## src/rtl/program_loader_pkg.sv

```systemverilog
// Shared definitions for the program loader.
//
// Holds the loader FSM state encodings, the default frame start byte,
// the default inter-byte timeout and the datapath widths used by
// program_loader and its byte_timeout sub-module.
package program_loader_pkg;

  // Loader FSM states. The encoding is visible on dbg_state.
  typedef enum logic [2:0] {
    ST_IDLE  = 3'd0,
    ST_COUNT = 3'd1,
    ST_DATA  = 3'd2,
    ST_CHECK = 3'd3,
    ST_DONE  = 3'd4,
    ST_ERROR = 3'd5
  } state_t;

  localparam logic [7:0] DEFAULT_HEADER         = 8'hA5;
  localparam int         DEFAULT_TIMEOUT_CYCLES = 1000000;

  // Instruction address width matches the CPU instruction_pointer.
  localparam int ADDR_W = 8;
  localparam int WORD_W = 32;

  // Count byte to number of words: a count of 0 encodes 256 words.
  function automatic logic [8:0] decode_count(input logic [7:0] n);
    return (n == 8'd0) ? 9'd256 : {1'b0, n};
  endfunction

  // Frame states in which the loader is actively receiving bytes.
  function automatic logic is_busy_state(input state_t s);
    return (s == ST_COUNT) || (s == ST_DATA) || (s == ST_CHECK);
  endfunction

endpackage

```

## src/rtl/program_loader_byte_timeout.sv

```systemverilog
// byte_timeout: counts consecutive idle cycles while a frame is running.
//
// Ports:
//   clk     - system clock, rising edge
//   reset   - asynchronous active-high reset
//   clear   - a byte arrived this cycle; restart the idle count
//   run     - a frame is in progress; the count is held at 0 otherwise
//   expired - high in the TIMEOUT_CYCLES-th consecutive idle cycle, so the
//             consumer acts on the edge that closes that cycle
module byte_timeout
  import program_loader_pkg::*;
#(
  parameter int TIMEOUT_CYCLES = DEFAULT_TIMEOUT_CYCLES
) (
  input  logic clk,
  input  logic reset,
  input  logic clear,
  input  logic run,
  output logic expired
);

  // The counter only needs to reach TIMEOUT_CYCLES-1: the last idle cycle
  // is signalled combinationally instead of being counted.
  localparam int CNT_W = (TIMEOUT_CYCLES > 1) ? $clog2(TIMEOUT_CYCLES) : 1;
  localparam logic [CNT_W-1:0] LAST = CNT_W'(TIMEOUT_CYCLES - 1);

  logic [CNT_W-1:0] count_q;
  logic [CNT_W-1:0] count_d;

  always_comb begin
    count_d = count_q;
    if (clear || !run) begin
      count_d = '0;
    end else if (count_q != LAST) begin
      count_d = count_q + 1'b1;
    end
  end

  always_ff @(posedge clk or posedge reset) begin
    if (reset) begin
      count_q <= '0;
    end else begin
      count_q <= count_d;
    end
  end

  assign expired = run && !clear && (count_q == LAST);

endmodule

```

## src/rtl/program_loader.sv

```systemverilog
// program_loader: receives a framed program over a byte stream and writes
// it into instruction memory while holding the CPU in reset.
//
// Frame: HEADER, N (0 = 256), N x 4 instruction bytes MSB first,
//        checksum = XOR of all payload bytes.
//
// Handshake: rx_valid is a one-cycle strobe qualifying rx_data; there is no
// ready, every strobed byte is consumed in the cycle it is presented, so
// bytes may arrive on consecutive cycles. mem_we is a one-cycle write
// strobe with mem_addr/mem_wdata stable for that cycle; no back-pressure.
//
// Ports:
//   clk, reset          - clock (rising edge), async active-high reset
//   rx_valid, rx_data   - incoming byte stream
//   mem_we, mem_addr,   - instruction memory write port
//   mem_wdata
//   cpu_hold            - CPU held in reset (from frame start until DONE
//                         exits, and throughout ERROR)
//   busy                - frame in progress (COUNT, DATA, CHECK)
//   done                - one-cycle pulse on a successful load
//   error               - level, high in ERROR
//   dbg_state           - current FSM state encoding
module program_loader
  import program_loader_pkg::*;
#(
  parameter int         TIMEOUT_CYCLES = DEFAULT_TIMEOUT_CYCLES,
  parameter logic [7:0] HEADER         = DEFAULT_HEADER
) (
  input  logic              clk,
  input  logic              reset,
  input  logic              rx_valid,
  input  logic [7:0]        rx_data,
  output logic              mem_we,
  output logic [ADDR_W-1:0] mem_addr,
  output logic [WORD_W-1:0] mem_wdata,
  output logic              cpu_hold,
  output logic              busy,
  output logic              done,
  output logic              error,
  output logic [2:0]        dbg_state
);

  state_t              state_q,      state_d;
  logic                mem_we_q,     mem_we_d;
  logic [ADDR_W-1:0]   mem_addr_q,   mem_addr_d;
  logic [WORD_W-1:0]   mem_wdata_q,  mem_wdata_d;
  logic [7:0]          checksum_q,   checksum_d;
  logic [1:0]          byte_cnt_q,   byte_cnt_d;
  logic [8:0]          words_left_q, words_left_d;

  logic                frame_busy;
  logic                timeout_hit;
  logic                header_seen;

  assign frame_busy  = is_busy_state(state_q);
  assign header_seen = rx_valid && (rx_data == HEADER);

  byte_timeout #(
    .TIMEOUT_CYCLES(TIMEOUT_CYCLES)
  ) u_byte_timeout (
    .clk    (clk),
    .reset  (reset),
    .clear  (rx_valid),
    .run    (frame_busy),
    .expired(timeout_hit)
  );

  always_comb begin
    state_d      = state_q;
    mem_we_d     = 1'b0;
    mem_addr_d   = mem_addr_q;
    mem_wdata_d  = mem_wdata_q;
    checksum_d   = checksum_q;
    byte_cnt_d   = byte_cnt_q;
    words_left_d = words_left_q;

    // Address advances on the edge that closes the write pulse, so it is
    // stable for the whole pulse. A new HEADER below overrides this.
    if (mem_we_q) begin
      mem_addr_d = mem_addr_q + 1'b1;
    end

    unique case (state_q)
      ST_IDLE, ST_ERROR: begin
        // Only a HEADER (re)starts a frame; anything else is dropped.
        if (header_seen) begin
          state_d    = ST_COUNT;
          checksum_d = 8'h00;
          mem_addr_d = '0;
          byte_cnt_d = 2'd0;
        end
      end

      ST_COUNT: begin
        if (rx_valid) begin
          words_left_d = decode_count(rx_data);
          state_d      = ST_DATA;
        end else if (timeout_hit) begin
          state_d = ST_ERROR;
        end
      end

      ST_DATA: begin
        // HEADER-valued bytes land here as ordinary payload.
        if (rx_valid) begin
          mem_wdata_d = {mem_wdata_q[WORD_W-9:0], rx_data};
          checksum_d  = checksum_q ^ rx_data;
          byte_cnt_d  = byte_cnt_q + 1'b1;
          if (byte_cnt_q == 2'd3) begin
            mem_we_d     = 1'b1;
            words_left_d = words_left_q - 1'b1;
            // The checksum byte may arrive during the final write pulse.
            if (words_left_q == 9'd1) begin
              state_d = ST_CHECK;
            end
          end
        end else if (timeout_hit) begin
          state_d = ST_ERROR;
        end
      end

      ST_CHECK: begin
        if (rx_valid) begin
          state_d = (rx_data == checksum_q) ? ST_DONE : ST_ERROR;
        end else if (timeout_hit) begin
          state_d = ST_ERROR;
        end
      end

      ST_DONE: begin
        state_d = ST_IDLE;
      end

      default: begin
        state_d = ST_IDLE;
      end
    endcase
  end

  always_ff @(posedge clk or posedge reset) begin
    if (reset) begin
      state_q      <= ST_IDLE;
      mem_we_q     <= 1'b0;
      mem_addr_q   <= '0;
      mem_wdata_q  <= '0;
      checksum_q   <= 8'h00;
      byte_cnt_q   <= 2'd0;
      words_left_q <= 9'd0;
    end else begin
      state_q      <= state_d;
      mem_we_q     <= mem_we_d;
      mem_addr_q   <= mem_addr_d;
      mem_wdata_q  <= mem_wdata_d;
      checksum_q   <= checksum_d;
      byte_cnt_q   <= byte_cnt_d;
      words_left_q <= words_left_d;
    end
  end

  assign mem_we    = mem_we_q;
  assign mem_addr  = mem_addr_q;
  assign mem_wdata = mem_wdata_q;
  assign busy      = frame_busy;
  // Every state other than IDLE belongs to a frame or its failed outcome.
  assign cpu_hold  = (state_q != ST_IDLE);
  assign done      = (state_q == ST_DONE);
  assign error     = (state_q == ST_ERROR);
  assign dbg_state = state_q;

endmodule

```

## config.mk

```make
export PLATFORM = sky130hd
export DESIGN_NAME = program_loader
export DESIGN_NICKNAME = d
export VERILOG_FILES = /design/src/rtl/program_loader_pkg.sv /design/src/rtl/program_loader_byte_timeout.sv /design/src/rtl/program_loader.sv
export SDC_FILE = /design/constraint.sdc
export NUM_CORES = 1
export LEC_CHECK = 0
export CORE_UTILIZATION = 59
export DETAILED_ROUTE_END_ITERATION = 12
export GPL_ROUTABILITY_DRIVEN = 0
export MAX_ROUTING_LAYER = met4
export PLACE_DENSITY_LB_ADDON = 0.08
export RECOVER_POWER = 25
export SYNTH_ARGS = -nofsm -noshare
export SYNTH_HDL_FRONTEND = slang
export SYNTH_HIERARCHICAL = 1
export SYNTH_SLANG_ARGS = --single-unit
```

## constraint.sdc

```tcl
create_clock -name clk -period 3.9 [get_ports clk]
set_clock_uncertainty 0.2 [all_clocks]
set_input_delay 0.585 -clock clk [delete_from_list [all_inputs] [get_ports clk]]
set_output_delay 0.585 -clock clk [all_outputs]
set_load 0.05 [all_outputs]
```

# Word level (Yosys, flattened, before mapping)
# Index checks and enable logic that the tools add are counted.
# op_classes
n_bitwise	1
n_addsub	4
n_eq_ne	17
mux	28
n_reduce_logical	19
# op_table
op	n
$mux 20	2
$mux 8	5
$mux 9	4
$mux 3	7
$add 20x1->20 const B	1
$eq 20x20->1 const B	1
$ne 20x20->1 const B	1
$pmux 9 s2	1
$pmux 8 s2	1
$pmux 3 s4	1
$eq 9x1->1 const B	1
$sub 9x1->9 const B	1
$add 8x1->8 const B	1
$eq 8x8->1	1
$eq 8x8->1 const B	1
$logic_not 8->1	1
$xor 8x8->8	1
$eq 3x2->1 const B	2
$eq 3x3->1 const B	2
$ne 2x2->1 const B	3
$ne 3x2->1 const B	2
$reduce_and 3->1	2
$reduce_bool 2->1	3
$mux 1	4
other kinds (14)	20
# totals
elab_cells	77
regBits	83

# Longest topological paths before layout
# depth
depth_word	8
depth_mapped	11

# Modules after synthesis
# The synthesis kept the hierarchy.
# modules_own_cells
mod	seq_area_each_um2	cells_per_inst	instances	area_per_inst_um2
program_loader	1576.5	267	1	3014.1
byte_timeout	500.5	115	1	1142.3

# Worst setup path before layout
# OpenSTA, ideal clock, no wires.
# synth_path
kind	reg2reg
from	register state_q[0], in the netlist dbg_state[0]
to	register state_q[0], in the netlist dbg_state[0]
path_buffers	3
t_arrival_ns	2.966
slack_ns	0.661
period_less_slack_ns	3.239
path_stages_with_launch	12
cell_sequence	dfrtp_1 > buf_2 > nor2_1 > nor2_1 > or2b_2 > clkbuf_1 > clkbuf_1 > nor2_1 > o21ai_0 > a21oi_1 > o41ai_1 > a2bb2oi_2
# synth_via
elab_chain_len	8
word_cells_on_any_way	19
classes_between	eq/ne (7); mux (5); reduce/logical (7)
# synth_lines
item	line	text
from (decl)	program_loader.sv:43	state_t state_q, state_d;
from (signal assigned)	program_loader.sv:150	state_q <= state_d;
$eq 3x1->1 / $eq 3x2->1 (equally long branches)	program_loader_pkg.sv:32	return (s == ST_COUNT) || (s == ST_DATA) || (s == ST_CHECK);
$logic_or 1x1->1	program_loader_pkg.sv:32	
$logic_or 1x1->1 (*)	program_loader_pkg.sv:32	
net busy	program_loader.sv:37	output logic busy,
$logic_and 1x1->1 (*) (2 in a row)	program_loader_byte_timeout.sv:47	assign expired = run && !clear && (count_q == LAST);
net timeout_hit	program_loader.sv:52	logic timeout_hit;
$mux 3 (*)	n/a	
$mux 3, on equally long branches	n/a	
$pmux 3 s4 (*)	program_loader.sv:83	unique case (state_q)
# Mark *: on every way through the listed nets, which the timed path passes. The rest lies on a longest branch.
# A chain may end at the register's enable or synchronous reset.

# Worst setup path after layout
# layout_path
from	register state_q[0], in the netlist dbg_state[0]
to	output error
# layout_via
elab_chain_len	1
# layout_lines
item	line	text
$eq 3x3->1	program_loader.sv:167	assign error = (state_q == ST_ERROR);
to (decl)	program_loader.sv:39	output logic error,
# No other way between the ends.

==> results.txt <==
status - finished, final reports clean
CTS H-tree lvls - 3
post-route ant nets - 0
non-filler instance count after layout - 535
via density per instance - 5.76
Simple-Gate Fraction of Synth Area - 0.179
largest cells by area after synthesis - dfrtp_1 (50%), mux2_2 (8.7%), xnor2_1 (3.0%)
number of I/O port buffers - 58
diode count - 0
Max Slew Vio Count - 0
die area - 0.00738 mm2
largest family of logic cells by synthesized area - simple AND/OR/NAND/NOR gates
#FFs+latches synth - 83
arrival time at the worst endpoint - 2.15 ns
Nets - 451
Tcrit/Tclk final - 0.754
deepest clock path buffer count - 2
Pwr Total - 4290 uW
crit path capture type - output port
synthesized-area fraction occupied by adder cells - 0.0151
Max-Cap Viols - 0
TritonCTS clock tree - built
static leakage - 0.00202 uW
switching pwr - 1980 uW
layout cell share with drive strength beyond 1 - 0.155
FMAX - 340 MHz
vias - 3,083
post-CTS setup buffers - 0
initial antenna violation count - 0
routed len/inst - 15.9 um
final hold viol count - 0
final worst slack - 0.961 ns
post-synth top area cell - dfrtp_1
Site Rows - 30
Layout fillers - 489
CTS root buf - clkbuf_8
WP data required - 3.12 ns
Core ar. - 0.00679 mm2
GRT overflow - 0
RSZ-0062 raised after global routing - no
Clk pwr share - 0.141
Final min period - 2.94 ns
final setup TNS - 0 ns
Peak VDD IR - 614 uV
Post-Synthesis Cell Area - 0.00416 mm2
first-pass GRT wire length - 14,100 um
largest net degree at the start of global routing - 50
pre-CTS setup slack - 1.20 ns
# setup viols final - 0
Synth top area share - 0.500
Cells after DPL - 520
Synthesis Warnings - 6
Finished Core Util - 0.734
Die H - 85.9 um
All-Layer GR Usage - 0.251
Crit Path Class - register to output port
Min-Delay Path Class - register to register
multiplexer share of the synthesized area - 0.104
combinational share of power - 0.511
Cells after Synth - 382
Initial Util - 0.612
CTS clk-pin slew, worst paths - 0.08 ns
post-cts gate resize count - 0
vias in the first global route - 2,902
type of origin of the critical path - register
Post-synth ARST share - 1.00
CTS Buf Count - 9
Seq/Total Area, Yosys - 0.500
slew at the pin closest to its max-slew limit - 1.23 ns
DRT Pass-1 Iters - 4
Post-Syn Nets - 398
relative slew slack - 0.182
Yosys cell types - 62
CP peak stage delay - 0.79 ns
crit path max fanout - 14
Layout Area Growth over Synthesis - 20.0%
critical path cell sequence - nor2b_1, and2_1, clkdlybuf4s50_1
Ports - 59
Die Wd - 85.9 um
Avg Inst Size Synth - 10.9 um2
final wirelength - 8500 um
Post-synth EDFFs - 0
drc violations - 0
HPWL Detailed - 5820 um
fraction of synthesized cell area in xor and xnor cells - 0.0485
Internal Power - 2310 uW
CTS Hold Bufs - 0
Synth Flop Type - dfrtp_1
CTS sink cnt - 83
CP max-delay cell - clkdlybuf4s50_1
Compound-Gate Fraction of Synth Area - 0.118
Power Dens Cells - 861 mW/mm2
Switching Share - 0.462
Clk Latency, worst-skew pair - 0.35 ns
Flop pwr share - 0.347
DRT iter0 DRCs - 217
## layer usage
metal  share of wire  track usage
met3           0.029       0.0327
met1            0.45        0.324
met4           0.018        0.100
met2            0.50        0.405
met5               0            -
## per-stage QoR
| step | instance area, um2 | hold WS [ns] |
|---|---|---|
| finish | 4990 | 0.302 |
| global route | 4990 | 0.321 |
| CTS | 4990 | 0.303 |
| detailed placement | 4790 | 0.292 |
| global placement | 4790 | 0.285 |
| floorplan | 4160 | 0.270 |
## synth_stat cells (4+ instances only)
cell type	number
a21oi_1	18
a31oi_1	16
buf_2	11
clkbuf_1	7
dfrtp_1	83
ha_1	5
inv_1	9
mux2_2	32
mux2i_1	7
nand2_1	23
nand2b_1	11
nand3_1	8
nand4_1	10
nor2_1	31
nor2b_1	5
nor3_1	6
nor4_1	4
o21ai_0	18
xnor2_1	14
xor2_1	9
## power groups by stage
stage	Combinational [uW]	Clock (uW)	Sequential (uW)
final	2200	607	1490
after global routing	2330	658	1540
after CTS	2210	617	1490
after detailed placement	2200	0	1500
after global placement	2160	0	1490
after floorplan	859	0	2170
## placed cells by master, fill, tap and decap left out, types with 3 or more instances in the layout
master	instances
a21oi_1	18
a22oi_1	3
a31oi_1	16
a41o_1	3
and3_1	3
clkbuf_8	9
clkdlybuf4s50_1	57
dfrtp_1	83
ha_1	5
inv_1	9
mux2_2	32
mux2i_1	7
nand2_1	23
nand2b_1	11
nand3_1	8
nand4_1	10
nor2_1	31
nor2b_1	5
nor3_1	6
nor4_1	4
o21ai_0	18
or4_1	3
xnor2_1	14
xor2_1	9
## cell type report
type,instances,area (um2),share of cell area
flip-flops and latches,83,2080,0.417
multi-input cells,270,1930,0.387
clock inverters,6,67.6,0.0136
inverters,9,33.8,0.00678
repair buffers,62,636,0.127
clock buffers,9,124,0.0248
well taps,96,120,0.0241
## critical path: cells and delay by family (launching register included)
family                 cells  cell delay [ns]
and+or+nand+nor            2             0.41
DFF                        1             0.61
buffers and inverters      1             0.79
## sequential cells by signal, indices dropped and copies added (netlist names)
register,count
checksum_q,8
mem_addr,8
words_left_q,9
mem_we,1
u_byte_timeout/count_q,20
byte_cnt_q,2
dbg_state,3
mem_wdata,32
## kinds of logic (layout without fill, tap and decap cells)
family,after synthesis,after routing
flip-flops,83,83
XOR/XNOR,23,23
AND/OR/NAND/NOR,128,128
multiplexers,39,39
adder cells (fa/ha/maj),5,5
buffers and inverters,29,86
AO/OA/AOI/OAI,75,75
## final timing paths
check / startpoint / cells past startpoint / slack [ns] / end
worst min-delay path: checksum_q[4] / 1 / 0.30 / checksum_q[4]
worst max-delay path: dbg_state[0] / 3 / 0.96 / error
max in group asynchronous: reset / 3 / 1.88 / mem_wdata[0]
worst min register to register: checksum_q[4] / 1 / 0.30 / checksum_q[4]
worst max register to register: u_byte_timeout/count_q[11] / 8 / 1.44 / dbg_state[2]
min in group asynchronous: reset / 2 / 0.64 / u_byte_timeout/count_q[15]
Power figures use the tool's default switching activity.
